File: config.mk
export PLATFORM = sky130hd
export DESIGN_NAME = datapath_seq
export DESIGN_NICKNAME = d
export VERILOG_FILES = /design/src/rtl/datapath_pkg.sv /design/src/rtl/dp_alu.sv /design/src/rtl/datapath_seq.sv
export SDC_FILE = /design/constraint.sdc
export NUM_CORES = 1
export LEC_CHECK = 0
export ABC_CLOCK_PERIOD_IN_PS = 2600
export CORE_MARGIN = 2
export CORE_UTILIZATION = 25
export CTS_BUF_LIST = sky130_fd_sc_hd__clkbuf_8
export DETAILED_ROUTE_END_ITERATION = 16
export PLACE_DENSITY = 0.46
export REMOVE_ABC_BUFFERS = 1
export SYNTH_ARGS = -nofsm -noshare
export SYNTH_HDL_FRONTEND = slang
export SYNTH_SLANG_ARGS = --single-unit
File: constraint.sdc
create_clock -name clk -period 2.6 [get_ports clk]
set_input_delay 0.26 -clock clk [delete_from_list [all_inputs] [get_ports clk]]
set_output_delay 0.26 -clock clk [all_outputs]
set_load 0.03 [all_outputs]
File: src/rtl/datapath_pkg.sv
// Shared types and helpers for the parametrised register/accumulator datapath.
//   op_e        : 3-bit instruction opcode.
//   state_e     : sequencer state (idle / executing).
//   idx_width   : width of a register/input index for a given register count.
//   instr_width : total instruction word width, {op, dst, src_is_m, src_idx}.
package datapath_pkg;

  typedef enum logic [2:0] {
    OpNop = 3'b000,
    OpMov = 3'b001,
    OpAdc = 3'b010,
    OpSbc = 3'b011,
    OpAnd = 3'b100,
    OpOr  = 3'b101,
    OpXor = 3'b110,
    OpClr = 3'b111
  } op_e;

  typedef enum logic [0:0] {
    StIdle = 1'b0,
    StExec = 1'b1
  } state_e;

  // Index NREG addresses the accumulator, so NREG+1 codes are needed.
  function automatic int unsigned idx_width(input int unsigned nreg);
    return (nreg == 0) ? 1 : $clog2(nreg + 1);
  endfunction

  function automatic int unsigned instr_width(input int unsigned nreg);
    return 3 + idx_width(nreg) + 1 + idx_width(nreg);
  endfunction

endpackage

File: src/rtl/dp_alu.sv
// Combinational ALU for the datapath.
// Ports:
//   a      : accumulator operand
//   b      : source operand
//   cin    : carry-in for ADC/SBC
//   op     : opcode
//   result : WIDTH-bit result (wraps on overflow)
//   cout   : carry-out of ADC/SBC; 1 on SBC means no borrow; 0 for other ops
// MOV passes b through and CLR yields zero so the writeback path is uniform.
module dp_alu
  import datapath_pkg::*;
#(
  parameter int unsigned WIDTH = 4
) (
  input  logic [WIDTH-1:0] a,
  input  logic [WIDTH-1:0] b,
  input  logic             cin,
  input  op_e              op,
  output logic [WIDTH-1:0] result,
  output logic             cout
);

  logic [WIDTH:0] sum;

  always_comb begin
    sum    = '0;
    result = '0;
    cout   = 1'b0;
    unique case (op)
      OpMov: result = b;
      OpAdc: begin
        sum    = {1'b0, a} + {1'b0, b} + {{WIDTH{1'b0}}, cin};
        result = sum[WIDTH-1:0];
        cout   = sum[WIDTH];
      end
      OpSbc: begin
        // Two's-complement subtract: a + ~b + cin, carry set means no borrow.
        sum    = {1'b0, a} + {1'b0, ~b} + {{WIDTH{1'b0}}, cin};
        result = sum[WIDTH-1:0];
        cout   = sum[WIDTH];
      end
      OpAnd:   result = a & b;
      OpOr:    result = a | b;
      OpXor:   result = a ^ b;
      OpClr:   result = '0;
      OpNop:   result = '0;
      default: result = '0;
    endcase
  end

endmodule

File: src/rtl/datapath_seq.sv
// Parametrised register-file / accumulator datapath behind a valid/ready
// instruction handshake. One instruction is accepted in IDLE, executed for one
// cycle, written back at the end of that cycle, and acknowledged by a one-cycle
// done_o pulse in the following cycle (throughput: one instruction per 2 clocks).
//
// Ports:
//   clk           : rising-edge clock
//   clr_ni        : synchronous active-low reset
//   m_i           : NIN external operands of WIDTH bits
//   cin_i         : external carry-in, sampled when an instruction is accepted
//   instr_valid_i : instruction offered
//   instr_ready_o : block can accept an instruction (IDLE and not in reset)
//   instr_i       : {op[2:0], dst[IDXW-1:0], src_is_m, src_idx[IDXW-1:0]}
//   r_q           : NREG general registers
//   a_q           : accumulator (register index NREG)
//   c_q           : carry flag, written only by ADC/SBC
//   z_q           : zero flag, written by ADC/SBC/logic ops and MOV/CLR to A
//   done_o        : one-cycle pulse after each writeback (NOP included)
//
// Configuration macro DP_CARRY_CHAIN_EN: when defined, ADC/SBC take their
// carry-in from c_q (multi-word chaining) and cin_i is ignored. When undefined,
// the carry-in is cin_i captured on the accept edge and c_q is status only.
module datapath_seq
  import datapath_pkg::*;
#(
  parameter int unsigned WIDTH = 4,
  parameter int unsigned NREG  = 3,
  parameter int unsigned NIN   = 3
) (
  input  logic                           clk,
  input  logic                           clr_ni,
  input  logic [NIN-1:0][WIDTH-1:0]      m_i,
  input  logic                           cin_i,
  input  logic                           instr_valid_i,
  output logic                           instr_ready_o,
  input  logic [instr_width(NREG)-1:0]   instr_i,
  output logic [NREG-1:0][WIDTH-1:0]     r_q,
  output logic [WIDTH-1:0]               a_q,
  output logic                           c_q,
  output logic                           z_q,
  output logic                           done_o
);

  localparam int unsigned IDXW = idx_width(NREG);
  localparam int unsigned IW   = instr_width(NREG);

  // Instruction fields as offered on the bus.
  op_e             in_op;
  logic [IDXW-1:0] in_dst;
  logic            in_src_is_m;
  logic [IDXW-1:0] in_src_idx;

  assign in_src_idx  = instr_i[IDXW-1:0];
  assign in_src_is_m = instr_i[IDXW];
  assign in_dst      = instr_i[2*IDXW:IDXW+1];
  assign in_op       = op_e'(instr_i[IW-1 -: 3]);

  state_e state_q, state_d;
  logic   accept;
  logic   wb_en;
  logic   done_q;

  // Instruction context captured on the accept edge.
  op_e             op_q;
  logic [IDXW-1:0] dst_q;
  logic [WIDTH-1:0] opnd_q;
`ifndef DP_CARRY_CHAIN_EN
  logic            cin_q;
`endif

  logic [WIDTH-1:0]           opnd;
  logic                       alu_cin;
  logic [WIDTH-1:0]           alu_res;
  logic                       alu_cout;
  logic [NREG-1:0][WIDTH-1:0] r_d;
  logic [WIDTH-1:0]           a_d;
  logic                       c_d;
  logic                       z_d;

  assign accept = instr_valid_i & instr_ready_o;
  assign done_o = done_q;

  // ---------------------------------------------------------------------------
  // FSM: state register
  // ---------------------------------------------------------------------------
  always_ff @(posedge clk) begin
    if (!clr_ni) begin
      state_q <= StIdle;
    end else begin
      state_q <= state_d;
    end
  end

  // FSM: next state
  always_comb begin
    state_d = state_q;
    unique case (state_q)
      StIdle:  if (accept) state_d = StExec;
      StExec:  state_d = StIdle;
      default: state_d = StIdle;
    endcase
  end

  // FSM: outputs. Ready is masked by reset so nothing is accepted on a reset edge.
  always_comb begin
    instr_ready_o = 1'b0;
    wb_en         = 1'b0;
    unique case (state_q)
      StIdle:  instr_ready_o = clr_ni;
      StExec:  wb_en = 1'b1;
      default: begin
        instr_ready_o = 1'b0;
        wb_en         = 1'b0;
      end
    endcase
  end

  // ---------------------------------------------------------------------------
  // Operand select: M[idx] (0 beyond NIN), R[idx], A at idx==NREG, else 0.
  // Indices are compared at 32 bits so out-of-range codes never alias.
  // ---------------------------------------------------------------------------
  always_comb begin
    opnd = '0;
    if (in_src_is_m) begin
      for (int unsigned i = 0; i < NIN; i++) begin
        if (32'(in_src_idx) == i) opnd = m_i[i];
      end
    end else begin
      for (int unsigned i = 0; i < NREG; i++) begin
        if (32'(in_src_idx) == i) opnd = r_q[i];
      end
      if (32'(in_src_idx) == NREG) opnd = a_q;
    end
  end

`ifdef DP_CARRY_CHAIN_EN
  assign alu_cin = c_q;
`else
  assign alu_cin = cin_q;
`endif

  dp_alu #(
    .WIDTH (WIDTH)
  ) u_alu (
    .a      (a_q),
    .b      (opnd_q),
    .cin    (alu_cin),
    .op     (op_q),
    .result (alu_res),
    .cout   (alu_cout)
  );

  // ---------------------------------------------------------------------------
  // Writeback next-state. ADC/SBC/logic ops always target A regardless of dst.
  // dst beyond NREG writes nothing; done_o still pulses.
  // ---------------------------------------------------------------------------
  always_comb begin
    r_d = r_q;
    a_d = a_q;
    c_d = c_q;
    z_d = z_q;
    if (wb_en) begin
      unique case (op_q)
        OpMov, OpClr: begin
          if (32'(dst_q) == NREG) begin
            a_d = alu_res;
            z_d = (alu_res == '0);
          end else begin
            for (int unsigned i = 0; i < NREG; i++) begin
              if (32'(dst_q) == i) r_d[i] = alu_res;
            end
          end
        end
        OpAdc, OpSbc: begin
          a_d = alu_res;
          c_d = alu_cout;
          z_d = (alu_res == '0);
        end
        OpAnd, OpOr, OpXor: begin
          a_d = alu_res;
          z_d = (alu_res == '0);
        end
        default: begin
          a_d = a_q;
        end
      endcase
    end
  end

  // ---------------------------------------------------------------------------
  // Datapath state and accept-edge capture. Reset during EXEC drops the
  // pending writeback because wb_en is ignored in the reset branch.
  // ---------------------------------------------------------------------------
  always_ff @(posedge clk) begin
    if (!clr_ni) begin
      r_q    <= '0;
      a_q    <= '0;
      c_q    <= 1'b0;
      z_q    <= 1'b0;
      done_q <= 1'b0;
      op_q   <= OpNop;
      dst_q  <= '0;
      opnd_q <= '0;
`ifndef DP_CARRY_CHAIN_EN
      cin_q  <= 1'b0;
`endif
    end else begin
      r_q    <= r_d;
      a_q    <= a_d;
      c_q    <= c_d;
      z_q    <= z_d;
      done_q <= wb_en;
      if (accept) begin
        op_q   <= in_op;
        dst_q  <= in_dst;
        opnd_q <= opnd;
`ifndef DP_CARRY_CHAIN_EN
        cin_q  <= cin_i;
`endif
      end
    end
  end

endmodule

==> summary.md <==
| Metric | Value |
|---|---|
| Status | `completed` |
| Worst vdd ir | `188 uV` |
| Initial antenna violation count | `0` |
| Num CTS Buffers | `5` |
| Final max-slew violation count | `0` |
| Max Cap Violations | `0` |
| Crit path DAT | `2620 ps` |
| PwrDens | `between 400 and 500 nW/um^2` |
| Crit share post-route | `0.945` |
| Total negative setup slack | `0 ps` |
| Vias | `1754` |
| Leak Pwr | `1.07 nW` |
| I/O pin count | `44` |
| CP peak stage delay | `490 ps` |
| Crit start category | `flop` |
| Clock share of power | `0.346` |
| RSZ-0062 raised after global routing | `no` |
| CP Cell Sequence | `inv_1 > fa_1 > fa_2 > or4b_1 > a21oi_2 > a211oi_2 > and4bb_1 > a2bb2oi_2` |
| Clock root cell | `clkbuf_8` |
| Commonest cells after routing, fill and taps aside | `clkdlybuf4s50_1, nand2_1, dfxtp_1, inv_1, nor2b_1` |
| Crit-path slowest cell | `or4b_1` |
| Post-Syn Area per Cell | `9.33 um^2` |
| RePlAce Congestion | `0.861` |
| Yosys Warn Count | `0` |
| Switching portion of total power | `0.292` |
| Number of synthesized flops with an enable pin | `0` |
| First-pass GRT wire length | `8960 um` |
| Total routed wirelength | `5330 um` |
| Largest net degree at the start of global routing | `31` |
| Number of remaining DRC errors | `0` |
| Hold WC Path Type | `flop to flop` |
| Chip width | `94.8 um` |
| Worst path required time | `2760 ps` |
| Peak fanout along the critical path | `5` |
| Sequential fraction of the synthesis area | `0.291` |
| TritonRoute pass-1 iters | `4` |
| DR vias/cell | `4.68` |
| Area grow syn2layout | `31.6%` |
| Clock Path Buffers | `2` |
| Largest cells by area after synthesis | `dfxtp_1, ha_1, mux2i_1` |
| H-tree depth | `2` |
| Final setup violation count | `0` |
| Final hold vios | `0` |
| Share of post-route cells with drive strength above 1 | `0.126` |
| Leading area contributor after synthesis | `dfxtp_1` |
| Final Power | `1.13 mW` |
| Total GRT Usage | `0.130` |
| CTS sink count | `30` |
| Count of cell types in the netlist | `48` |
| Place WS | `82.3 ps` |
| Starting density of the core | `0.255` |
| Top_reg_cell synth | `dfxtp_1` |
| Comb pwr share | `0.211` |
| #FFs+latches synth | `30` |
| Synth Instances | `roughly 220` |
| Sequential power share | `0.443` |
| Die Height | `94.8 um` |
| Post-synth ARST share | `0` |
| Worst Max-Slew Pin Slew | `736 ps` |
| Final clock skew | `7.38 ps` |
| Max-Slew Margin vs Limit | `0.509` |
| P_sw | `330 uW` |
| Clk_lat worst skew | `280 ps` |
| Hpwl dp | `4240 um` |
| Critical path endpoint category | `flop` |
| Row count | `33` |
| Int Pwr | `801 uW` |
| Max Clk Rate | `0.407 GHz` |
| Die ar. | `around 9000 um^2` |
| Diode count | `0` |
| Most common cell after layout, fill and taps aside | `clkdlybuf4s50_1` |
| Setup ws final | `between 100 and 150 ps` |
| WL/cell | `14.2 um` |
| Routed Antenna Nets | `0` |
| GRT Residual Overflow | `0` |
| Worst-path clk slew | `~70 ps` |
| Vias in the first global route | `1771` |
| Area share of the largest cell type after synthesis | `0.291` |
| Minimum clock period after layout | `2460 ps` |
| R2r setup slk | `140 ps` |
| TritonCTS clock tree | `done` |
| Core ar. | `8090 um^2` |
| Nets | `308` |
| Mapped cell area | `2060 um^2` |
| Number of port buffers | `43` |
| WS Path Type | `flop to flop` |
| DR iter-0 viols | `60` |
==> final timing paths <==
| kind | from | end | cells after the start |
|---|---|---|---|
| worst max register to register | a_q[0] | z_q | 8 |
| worst min register to register | c_q | c_q | 2 |
| worst min-delay path | c_q | c_q | 2 |
| worst max-delay path | a_q[0] | z_q | 8 |
==> critical path, delay by kind of cell, from the launching register on <==
family	cells	cell delay, ps
adders and majority gates	2	840
and+or+nand+nor	2	730
AOI/OAI and AO/OA	3	370
DFF	1	330
buffers and inverters	1	70
==> through the flow <==
step           cells  hold WS (ps)  cell area, um^2   util
4_1_cts          375           499             2710  0.334
3_3_place_gp     367           472             2620  0.323
3_5_place_dp     367           491             2620  0.323
5_1_grt          375           510             2710  0.335
2_1_floorplan    210           369             1990      -
6_report         375           495             2710  0.335
==> final cells by class <==
type                    instances  area, um^2
clock buffers                   6        82.6
clock inverters                 2        8.76
fillers                       884        5380
inverters                      16        60.1
multi-input cells             164        1330
flip-flops and latches         30         601
well taps                     105         131
repair buffers                 52         498
==> kinds of logic (layout without fill, tap and decap cells) <==
| logic type | count (synthesis) | in the layout | synth area share |
|---|---|---|---|
| and+or+nand+nor | 78 | 78 | 0.218 |
| AOI/OAI and AO/OA | 53 | 53 | 0.208 |
| DFF | 30 | 30 | 0.291 |
| buffers and inverters | 27 | 76 | 0.0661 |
| muxes | 16 | 16 | 0.102 |
| adders and majority gates | 15 | 15 | 0.106 |
| xor gates and xnor gates | 2 | 2 | 0.00850 |
==> cell usage after synthesis, types with 2 or more instances <==
master and number:
nand2b_1 3, inv_1 16, nor3b_4 2, dfxtp_1 30, nand2_1 32, o21ai_1 4
clkbuf_1 3, and4bb_1 2, o211ai_1 6, a21oi_1 3, a311o_1 2, mux2i_1 12
buf_2 4, o211ai_2 2, and2_1 4, a31oi_1 2, buf_6 4, fa_1 4
nor2_1 8, nand3_1 6, o211a_1 8, and3_1 2, ha_1 11, a21boi_0 2
mux4_2 4, o21ai_0 11, nor2b_1 13
==> sequential cells by signal, indices dropped and copies added, names as in the netlist <==
register and count:
opnd_q 4, dst_q 2, done_o 1, c_q 1
r_q 12, alu_cin 1, a_q 4, op_q 3
state_q 1, z_q 1
==> power groups by stage <==
stage / logic (mW) / registers [mW] / clock network, mW
after floorplan: 0.123 / 0.520 / 0
final: 0.238 / 0.501 / 0.391
after detailed placement: 0.241 / 0.512 / 0
after global placement: 0.242 / 0.512 / 0
after CTS: 0.242 / 0.502 / 0.401
after global routing: 0.268 / 0.506 / 0.417
==> layer usage <==
metal,global-route usage,wire (um)
met4,0.0411,75
met1,0.168,2490
met3,0.0311,251
met2,0.213,2520
met5,0,0
==> timing repair <==
action / CTS / global route
hold buffers: 0 / 0
endpoints found under the setup margin: 0 / 1
setup buffers: 0 / 0
gates resized for setup: 0 / 2
(Power assumes the default switching activity.)
